[config.mk]
export PLATFORM = sky130hd
export DESIGN_NAME = alu_exec_flat
export DESIGN_NICKNAME = d
export VERILOG_FILES = /design/src/rtl/alu_exec_if.sv /design/src/rtl/alu_exec.sv /design/src/flat_wrapper.sv
export SDC_FILE = /design/constraint.sdc
export NUM_CORES = 1
export LEC_CHECK = 0
export BUFFER_PORTS_ARGS = -buffer_cell sky130_fd_sc_hd__buf_2
export CORE_AREA = 2 2 164 166
export DETAILED_ROUTE_END_ITERATION = 10
export DIE_AREA = 0 0 166 168
export PLACE_DENSITY = 0.46
export SLEW_MARGIN = 40
export SYNTH_ARGS = -nofsm -noshare
export SYNTH_HDL_FRONTEND = slang
export SYNTH_SLANG_ARGS = --single-unit
export TNS_END_PERCENT = 100
[constraint.sdc]
create_clock -name clk -period 6.25 [get_ports clk]
set_input_delay 0.3125 -clock clk [delete_from_list [all_inputs] [get_ports clk]]
set_output_delay 0.3125 -clock clk [all_outputs]
set_load 0.03 [all_outputs]
[src/rtl/alu_exec_if.sv]
// Controller/datapath <-> alu_exec bundle: request, operands and registered results.
interface alu_exec_if #(
  parameter int WIDTH = 16
);
  logic             Start;
  logic [3:0]       Alu_Op;
  logic [WIDTH-1:0] Oprnd_A;
  logic [WIDTH-1:0] Oprnd_B;
  logic             Carry_In;
  logic [WIDTH-1:0] Op_Result;
  logic             ALU_Zro;
  logic             ALU_Neg;
  logic             ALU_Carry;
  logic             Busy;
  logic             Op_Done;

  modport master (
    output Start, Alu_Op, Oprnd_A, Oprnd_B, Carry_In,
    input  Op_Result, ALU_Zro, ALU_Neg, ALU_Carry, Busy, Op_Done
  );

  modport slave (
    input  Start, Alu_Op, Oprnd_A, Oprnd_B, Carry_In,
    output Op_Result, ALU_Zro, ALU_Neg, ALU_Carry, Busy, Op_Done
  );
endinterface

[src/rtl/alu_exec.sv]
// Execute stage: single-cycle ALU ops plus an iterative shift-add multiplier.
// Define ALU_MUL_EN to build the multiplier; otherwise opcode 11 acts as an undefined opcode.
module alu_exec #(
  parameter int WIDTH      = 16,
  parameter int MUL_CYCLES = 16
) (
  input  logic       clk,
  input  logic       reset,
  alu_exec_if.slave  bus
);
  localparam int SH_W = $clog2(WIDTH);

  localparam logic [3:0] OP_ADD   = 4'd0;
  localparam logic [3:0] OP_ADDC  = 4'd1;
  localparam logic [3:0] OP_SUB   = 4'd2;
  localparam logic [3:0] OP_SUBB  = 4'd3;
  localparam logic [3:0] OP_AND   = 4'd4;
  localparam logic [3:0] OP_OR    = 4'd5;
  localparam logic [3:0] OP_XOR   = 4'd6;
  localparam logic [3:0] OP_NOT   = 4'd7;
  localparam logic [3:0] OP_SHL   = 4'd8;
  localparam logic [3:0] OP_SHR   = 4'd9;
  localparam logic [3:0] OP_ASR   = 4'd10;
  localparam logic [3:0] OP_PASSB = 4'd12;

  if (MUL_CYCLES != WIDTH) begin : g_cfg_check
    $error("alu_exec: MUL_CYCLES must equal WIDTH");
  end

  logic [WIDTH-1:0] result_q, result_d;
  logic             zro_q, zro_d;
  logic             neg_q, neg_d;
  logic             carry_q, carry_d;
  logic             done_q, done_d;

  // alu_val packs {carry, result} for every single-cycle opcode.
  logic [WIDTH:0]   alu_val;
  logic [WIDTH:0]   a_ext, b_ext, cin_ext;
  logic [WIDTH:0]   sh_l, sh_r, sh_a;
  logic [SH_W-1:0]  shamt;

  always_comb begin
    a_ext   = {1'b0, bus.Oprnd_A};
    b_ext   = {1'b0, bus.Oprnd_B};
    cin_ext = {{WIDTH{1'b0}}, bus.Carry_In};
    shamt   = bus.Oprnd_B[SH_W-1:0];
    // Right shifts carry a guard bit below the LSB so bit 0 is the last bit shifted out.
    sh_l    = a_ext << shamt;
    sh_r    = {bus.Oprnd_A, 1'b0} >> shamt;
    sh_a    = $signed({bus.Oprnd_A, 1'b0}) >>> shamt;
    alu_val = '0;
    case (bus.Alu_Op)
      OP_ADD:   alu_val = a_ext + b_ext;
      OP_ADDC:  alu_val = a_ext + b_ext + cin_ext;
      OP_SUB:   alu_val = a_ext - b_ext;
      OP_SUBB:  alu_val = a_ext - b_ext - cin_ext;
      OP_AND:   alu_val = {1'b0, bus.Oprnd_A & bus.Oprnd_B};
      OP_OR:    alu_val = {1'b0, bus.Oprnd_A | bus.Oprnd_B};
      OP_XOR:   alu_val = {1'b0, bus.Oprnd_A ^ bus.Oprnd_B};
      OP_NOT:   alu_val = {1'b0, ~bus.Oprnd_A};
      OP_SHL:   alu_val = sh_l;
      OP_SHR:   alu_val = {sh_r[0], sh_r[WIDTH:1]};
      OP_ASR:   alu_val = {sh_a[0], sh_a[WIDTH:1]};
      OP_PASSB: alu_val = b_ext;
      default:  alu_val = '0;
    endcase
  end

  logic             load;
  logic [WIDTH-1:0] new_res;
  logic             new_carry;

`ifdef ALU_MUL_EN
  localparam logic [3:0] OP_MUL = 4'd11;
  localparam int         CNT_W  = $clog2(MUL_CYCLES);

  typedef enum logic [1:0] {IDLE, MUL_RUN, MUL_DONE} state_e;

  state_e             state_q, state_d;
  logic [2*WIDTH-1:0] mcand_q, mcand_d;
  logic [2*WIDTH-1:0] acc_q, acc_d;
  logic [WIDTH-1:0]   mplier_q, mplier_d;
  logic [CNT_W-1:0]   count_q, count_d;

  always_comb begin
    state_d   = state_q;
    mcand_d   = mcand_q;
    acc_d     = acc_q;
    mplier_d  = mplier_q;
    count_d   = count_q;
    load      = 1'b0;
    new_res   = '0;
    new_carry = 1'b0;
    case (state_q)
      IDLE: begin
        if (bus.Start) begin
          if (bus.Alu_Op == OP_MUL) begin
            mcand_d  = {{WIDTH{1'b0}}, bus.Oprnd_A};
            mplier_d = bus.Oprnd_B;
            acc_d    = '0;
            count_d  = '0;
            state_d  = MUL_RUN;
          end else begin
            load      = 1'b1;
            new_res   = alu_val[WIDTH-1:0];
            new_carry = alu_val[WIDTH];
          end
        end
      end
      MUL_RUN: begin
        if (mplier_q[0]) begin
          acc_d = acc_q + mcand_q;
        end
        mcand_d  = mcand_q << 1;
        mplier_d = mplier_q >> 1;
        count_d  = count_q + CNT_W'(1);
        if (count_q == CNT_W'(MUL_CYCLES - 1)) begin
          state_d = MUL_DONE;
        end
      end
      MUL_DONE: begin
        load      = 1'b1;
        new_res   = acc_q[WIDTH-1:0];
        new_carry = |acc_q[2*WIDTH-1:WIDTH];
        state_d   = IDLE;
      end
      default: state_d = IDLE;
    endcase
  end

  always_ff @(posedge clk) begin
    if (reset) begin
      state_q  <= IDLE;
      mcand_q  <= '0;
      acc_q    <= '0;
      mplier_q <= '0;
      count_q  <= '0;
    end else begin
      state_q  <= state_d;
      mcand_q  <= mcand_d;
      acc_q    <= acc_d;
      mplier_q <= mplier_d;
      count_q  <= count_d;
    end
  end

  assign bus.Busy = (state_q == MUL_RUN);
`else
  always_comb begin
    load      = bus.Start;
    new_res   = alu_val[WIDTH-1:0];
    new_carry = alu_val[WIDTH];
  end

  assign bus.Busy = 1'b0;
`endif

  // Result and flags only move on a completing operation; otherwise they hold.
  always_comb begin
    result_d = result_q;
    zro_d    = zro_q;
    neg_d    = neg_q;
    carry_d  = carry_q;
    done_d   = 1'b0;
    if (load) begin
      result_d = new_res;
      zro_d    = (new_res == '0);
      neg_d    = new_res[WIDTH-1];
      carry_d  = new_carry;
      done_d   = 1'b1;
    end
  end

  always_ff @(posedge clk) begin
    if (reset) begin
      result_q <= '0;
      zro_q    <= 1'b0;
      neg_q    <= 1'b0;
      carry_q  <= 1'b0;
      done_q   <= 1'b0;
    end else begin
      result_q <= result_d;
      zro_q    <= zro_d;
      neg_q    <= neg_d;
      carry_q  <= carry_d;
      done_q   <= done_d;
    end
  end

  assign bus.Op_Result = result_q;
  assign bus.ALU_Zro   = zro_q;
  assign bus.ALU_Neg   = neg_q;
  assign bus.ALU_Carry = carry_q;
  assign bus.Op_Done   = done_q;
endmodule
[src/flat_wrapper.sv]
// flat-port wrapper written by rule: the top's interface ports become plain ports
module alu_exec_flat 
#(
  parameter int WIDTH      = 16,
  parameter int MUL_CYCLES = 16
)
  (clk, reset, bus_Start, bus_Alu_Op, bus_Oprnd_A, bus_Oprnd_B, bus_Carry_In, bus_Op_Result, bus_ALU_Zro, bus_ALU_Neg, bus_ALU_Carry, bus_Busy, bus_Op_Done);
  alu_exec_if #(.WIDTH(WIDTH)) bus_i ();
  input  logic clk;
  input  logic reset;
  input wire logic [$bits(bus_i.Start)-1:0] bus_Start;
  input wire logic [$bits(bus_i.Alu_Op)-1:0] bus_Alu_Op;
  input wire logic [$bits(bus_i.Oprnd_A)-1:0] bus_Oprnd_A;
  input wire logic [$bits(bus_i.Oprnd_B)-1:0] bus_Oprnd_B;
  input wire logic [$bits(bus_i.Carry_In)-1:0] bus_Carry_In;
  output wire logic [$bits(bus_i.Op_Result)-1:0] bus_Op_Result;
  output wire logic [$bits(bus_i.ALU_Zro)-1:0] bus_ALU_Zro;
  output wire logic [$bits(bus_i.ALU_Neg)-1:0] bus_ALU_Neg;
  output wire logic [$bits(bus_i.ALU_Carry)-1:0] bus_ALU_Carry;
  output wire logic [$bits(bus_i.Busy)-1:0] bus_Busy;
  output wire logic [$bits(bus_i.Op_Done)-1:0] bus_Op_Done;
  assign bus_i.Start = bus_Start;
  assign bus_i.Alu_Op = bus_Alu_Op;
  assign bus_i.Oprnd_A = bus_Oprnd_A;
  assign bus_i.Oprnd_B = bus_Oprnd_B;
  assign bus_i.Carry_In = bus_Carry_In;
  assign bus_Op_Result = bus_i.Op_Result;
  assign bus_ALU_Zro = bus_i.ALU_Zro;
  assign bus_ALU_Neg = bus_i.ALU_Neg;
  assign bus_ALU_Carry = bus_i.ALU_Carry;
  assign bus_Busy = bus_i.Busy;
  assign bus_Op_Done = bus_i.Op_Done;
  alu_exec #(.WIDTH(WIDTH), .MUL_CYCLES(MUL_CYCLES)) u_core (.clk(clk), .reset(reset), .bus(bus_i));
endmodule
==> results.json, run 1 <==
{
  "io-pin-count": 61,
  "tightest_slew_ns": 0.869,
  "via_per_inst": 5.74,
  "rows": 60,
  "async_reset_ff_share_pct": 0,
  "crit_path_end_kind": "register",
  "irDropWorstVdd_mv": 0.173,
  "syn_inst": 907,
  "path_cells": "buf_2, inv_1, ha_1, o21ai_1, a2111oi_0, a311oi_1, nor4b_1, nor3b_1, nand4_1, mux2i_1, a211o_1, nor4_2, a31o_1",
  "cts_setup_buffers": 0,
  "critPathMaxFanout": 27,
  "initial_core_util_pct": 24.5,
  "wire_per_inst_um": 21.8,
  "gp_congestion": 0.935,
  "cp_slowest_cell": "ha_1",
  "yosysWarnings": 0,
  "fin_cells": 1253,
  "hpwlAfterDp_um": 21400,
  "cp_slowest_stage_delay_ns": 0.71,
  "synth.net_count": 1002,
  "synthesis.area_um2": 6450,
  "synth_edf_count": 0,
  "status": "finished clean",
  "die_area_um2": 27900,
  "totalWireLength_um": 27300,
  "power_density_nw_per_um2": 131,
  "power_uw": 923,
  "cp-start-kind": "input port",
  "ys_ff_latch": 19,
  "r2r_start": "u_core.bus.ALU_Zro",
  "setup_tns_ns": 0,
  "fmax_mhz": 214,
  "drc_errors": 0,
  "crit_arrival_ns": 4.87,
  "die_w_um": 166,
  "slew_violations": 0,
  "clkSinkCount": 19,
  "track_usage_pct": 18.8,
  "firstDrtPassIters": 5,
  "num_vias": 7187,
  "cts_buffer_depth": 2,
  "setup_viol": 0,
  "grt_max_degree": 63,
  "portBuffers": 59,
  "grt_pass1_vias": 6808,
  "rsz0062_at_grt": "no",
  "numCtsBuffers": 3,
  "min_path_type": "in -> reg",
  "slew_headroom_pct": 41.3,
  "clk_pin_slew_ns": 0.06,
  "cts_tree": "done",
  "crit_type": "in -> reg",
  "worstSkewPairLatency_ns": 0.25,
  "seq_area_frac_synth_pct": 5.89,
  "fin_crit_sh_pct": 74.8,
  "min-delay-start": "reset",
  "place_inst": 1249,
  "grt-ovfl-total": 0,
  "diodes": 0,
  "fin_skew_ns": 0,
  "ys.flop_type": "dfxtp_1",
  "place_ws_ns": 1.48,
  "synth.avg_cell_area_um2": 7.11,
  "fill_cells": 2945,
  "syn2layout_area_growth_pct": 9.17,
  "required_ns": 6.45,
  "hold_buffers": 0,
  "ctsResizeCount": 0,
  "die_h_um": 168,
  "finalNetCount": 1008,
  "grt_pass1_wl_um": 41700,
  "leakage_uw": 0.00286,
  "cts_root_buf": "clkbuf_16",
  "maxCapViolations": 0,
  "drt-initial-drc-count": 748,
  "synth_cell_types": 91,
  "drive_above_1_share_pct": 13.4,
  "setup_slack_ns": 1.58,
  "finalHoldViolCount": 0,
  "ant_nets": 0,
  "crit_start": "bus_Oprnd_B[3]",
  "htree_levels": 1,
  "holdWs_ns": 0.446,
  "coreArea_um2": 26400,
  "post-route-min-period_ns": 4.67,
  "antenna_found_initial": 0
}
==> power breakdown <==
part | total, µW | internal [µW] | switching, µW | leakage, µW
combinational | 655 | 231 | 424 | 0.00266
sequential | 135 | 131 | 4.64 | 0.000157
clock | 132 | 86.4 | 45.9 | 0.0000371
==> layout make-up <==
type / instances / area (µm²) / share of cell area [%]
multi-input cells: 756 / 5540 / 78.6
well taps: 341 / 427 / 6.06
flip-flops and latches: 19 / 380 / 5.40
repair buffers: 70 / 380 / 5.40
inverters: 63 / 236 / 3.36
clock buffers: 3 / 75.1 / 1.07
clock inverters: 1 / 7.51 / 0.107
==> cell usage after synthesis, drive strengths merged, types with 7 or more instances <==
| cell type | instances | area, µm² |
|---|---|---|
| nor2 | 109 | 409 |
| nand2 | 67 | 251 |
| inv | 60 | 225 |
| a21oi | 58 | 290 |
| o21ai | 54 | 270 |
| ha | 53 | 663 |
| clkbuf | 44 | 166 |
| a211oi | 40 | 330 |
| mux2i | 33 | 330 |
| xnor2 | 31 | 279 |
| nor3 | 29 | 145 |
| buf | 25 | 131 |
| mux4 | 21 | 473 |
| nand3 | 20 | 105 |
| dfxtp | 19 | 380 |
| nor2b | 14 | 87.6 |
| and3 | 11 | 68.8 |
| a221oi | 10 | 87.6 |
| nand4 | 10 | 62.6 |
| o211ai | 10 | 80.1 |
| xor2 | 10 | 87.6 |
| a22oi | 8 | 60.1 |
| or3 | 8 | 50.1 |
| a21o | 7 | 52.6 |
| nand2b | 7 | 43.8 |
| o221ai | 7 | 61.3 |
| o22ai | 7 | 43.8 |
==> critical path, delay by kind of cell <==
family | cells | cell delay [ns]
AOI/OAI and AO/OA | 5 | 1.31
buffers and inverters | 2 | 0.79
muxes | 1 | 0.16
and+or+nand+nor | 4 | 1.54
adders and majority gates | 1 | 0.71
==> state kept, by name, summed over array words and instances (netlist names) <==
| signal | count |
|---|---|
| u_core.bus.ALU_Carry | 1 |
| u_core.bus.ALU_Neg | 1 |
| u_core.bus.ALU_Zro | 1 |
| u_core.bus.Op_Done | 1 |
| u_core.bus.Op_Result | 15 |
==> metrics by stage <==
stage               cell area [µm²]  util [%]
global placement               6960      26.4
detailed placement             6960      26.4
floorplan                      6450         -
CTS                            7040      26.7
finish                         7040      26.7
global route                   7040      26.7
==> cell families (layout without fill, tap and decap cells) <==
family	after synthesis	count (layout)	share of synthesized area [%]
AOI/OAI and AO/OA	274	274	29.8
xor gates and xnor gates	42	42	6.03
adders and majority gates	55	55	10.9
buffers and inverters	132	137	8.28
DFF	19	19	5.89
muxes	60	60	13.5
other	1	1	0.0581
and+or+nand+nor	324	324	25.5
==> metal layers <==
layer / global-route usage (%) / vias to the layer above / share of wire [%]
li1: - / 3384 / -
met1: 25.9 / 3435 / 45
met2: 30.3 / 315 / 45
met3: 1.65 / 53 / 5.7
met4: 7.90 / 0 / 4.5
met5: 0 / - / 0
==> final timing paths <==
kind              cells after the start                       to  slack, ns
setup reg to reg                      2       u_core.bus.ALU_Zro       5.48
hold reg to reg                       2  u_core.bus.Op_Result[7]       0.47
setup / recovery                     13       u_core.bus.ALU_Zro       1.58
hold / removal                        2       u_core.bus.ALU_Neg       0.45
==> cell usage in the layout, fill, tap and decap left out, drive strengths merged, types with 7 or more instances in the layout <==
cell	count
dfxtp	19
a21oi	58
o211ai	10
or3	8
nor2	109
nand4	10
nand3	20
nor2b	14
mux2i	33
a22oi	8
o21ai	54
a211oi	40
a221oi	10
inv	60
nor3	29
buf	70
ha	53
mux4	21
and3	11
a21o	7
xnor2	31
nand2	67
xor2	10
nand2b	7
o221ai	7
o22ai	7
No activity file was read; power rests on OpenSTA's default activity.
==> run 2, diff against run 1 <==
- clock period: 6.25 -> 4.7 ns (I/O delays scaled with it)
==> run 2 against run 1 <==
- routed wire length rose by 3.5%
- combinational power rose by 38%
- die area did not move
- flip-flop and latch count did not move
- clock power rose by 31%
- critical path type unchanged
- critical endpoint is now u_core.bus.Op_Result[13]
==> results.json, run 2 (synthesized netlist as in run 1, its figures left out) <==
{
  "num_vias": 7277,
  "gp_congestion": 0.951,
  "clk_pin_slew_ns": 0.05,
  "setup_slack_ns": 0.689,
  "p_seq_share_pct": 14.3,
  "leakage_uw": 0.00299,
  "critPathTopFamily": "compound AO/OA/AOI/OAI gates",
  "power_frac_comb_pct": 72.0,
  "hpwlAfterDp_um": 22400,
  "status": "finished clean",
  "holdWs_ns": 0.360,
  "diodes": 0,
  "drt-initial-drc-count": 703,
  "required_ns": 4.80,
  "initial_core_util_pct": 24.5,
  "path_cells": "buf_2, inv_1, ha_1, fa_1, xnor2_1, o311ai_0, a211oi_1, nand3_1, or4_1, nor3_1, xnor2_1, nor2_1, a211oi_1, a211oi_1",
  "numCtsBuffers": 3,
  "p_int_uw": 621,
  "dpl_cell_area_um2": 7160,
  "crit_type": "in -> reg",
  "totalWireLength_um": 28300,
  "crit_arrival_ns": 4.12,
  "setup_tns_ns": 0,
  "grt-ovfl-total": 0,
  "antenna_found_initial": 0,
  "fin_skew_ns": 0,
  "p_sw_share_pct": 50.6,
  "cts_root_buf": "clkbuf_16",
  "place_ws_ns": 0.552,
  "finalHoldViolCount": 0,
  "fill_cells": 2889,
  "post-route-min-period_ns": 4.01,
  "firstDrtPassIters": 5,
  "fmax_mhz": 249,
  "crit_top_cell": "a211oi_1",
  "drc_errors": 0,
  "die_area_um2": 27900,
  "cts_setup_buffers": 0,
  "ant_nets": 0,
  "wire_per_inst_um": 22.1,
  "irDropWorstVdd_mv": 0.250,
  "maxCapViolations": 0,
  "rows": 60,
  "final_cell_mix": "nor2_1, nand2_1, buf_2",
  "hold_buffers": 0,
  "io-pin-count": 61,
  "tightest_slew_ns": 0.818,
  "cp.buffers_inverters": 2,
  "die_h_um": 168,
  "fin_area_um2": 7240,
  "grt_pass1_vias": 6936,
  "multi_input_area_um2": 5540,
  "power_density_nw_per_um2": 174,
  "htree_levels": 1,
  "p_switching_uw": 637,
  "grt_pass1_wl_um": 42900,
  "clkSinkCount": 19,
  "grt_max_degree": 61,
  "drive_above_1_share_pct": 15.8,
  "rsz0062_at_grt": "no",
  "via_per_inst": 5.69,
  "final_common_cell": "nor2_1",
  "track_usage_pct": 19.4,
  "setup_viol": 0,
  "coreArea_um2": 26400,
  "ff_latch_area_um2": 380,
  "critPathMaxFanout": 8,
  "cp_slowest_stage_delay_ns": 0.55,
  "worstSkewPairLatency_ns": 0.24,
  "fin_crit_sh_pct": 85.3,
  "min_path_type": "in -> reg",
  "slew_violations": 0,
  "cts_tree": "done",
  "cp_slowest_cell": "or4_1",
  "crit_path_end_kind": "register",
  "portBuffers": 59,
  "cp-start-kind": "input port",
  "die_w_um": 166,
  "largest_reg_flops": 15,
  "cts_buffer_depth": 2,
  "slew_headroom_pct": 44.8,
  "ctsResizeCount": 0,
  "syn2layout_area_growth_pct": 12.2,
  "finalNetCount": 1035,
  "clkPwrFrac_pct": 13.7
}
==> run 2: layout make-up <==
class | count | area share [%]
timing repair buffer | 97 | 8.02
multi-input combinational | 756 | 76.5
sequential | 19 | 5.25
inverter | 63 | 3.27
tap | 341 | 5.89
clock buffer | 4 | 1.09
==> run 2: final timing paths <==
check	startpoint	slack [ns]	endpoint	depth (start not counted)
setup reg to reg	u_core.bus.ALU_Carry	3.94	u_core.bus.ALU_Carry	2
hold reg to reg	u_core.bus.Op_Result[7]	0.48	u_core.bus.Op_Result[7]	2
hold / removal	reset	0.36	u_core.bus.ALU_Neg	2
setup / recovery	bus_Oprnd_A[0]	0.69	u_core.bus.Op_Result[13]	14
==> run 2: metrics by stage <==
step	instances	total power, µW	util (%)
CTS	1280	1250	27.5
global route	1280	1340	27.5
global placement	1276	1080	27.2
finish	1280	1260	27.5
floorplan	907	795	-
detailed placement	1276	1070	27.2
==> run 2: worst reg2reg max path, cell delays in order (launching register included) <==
cell     delay (ns)
dfxtp_1        0.30
and3_1         0.15
a31o_2         0.20
==> run 2: layer usage <==
metal  routed length [µm]  GRT usage [%]  up-vias
li1                     -              -     3426
met1                12900           26.9     3520
met2                12800           32.0      278
met3                 1480           1.41       53
met4                  998           6.16        0
met5                    0              0        -
==> run 2: power groups by stage <==
| stage | combinational (µW) | clock, µW | sequential, µW |
|---|---|---|---|
| 2_1_floorplan | 587 | 0 | 209 |
| 6_report | 905 | 173 | 180 |
| 3_5_place_dp | 888 | 0 | 184 |
| 5_1_grt | 973 | 181 | 182 |
| 3_3_place_gp | 891 | 0 | 184 |
| 4_1_cts | 892 | 177 | 180 |
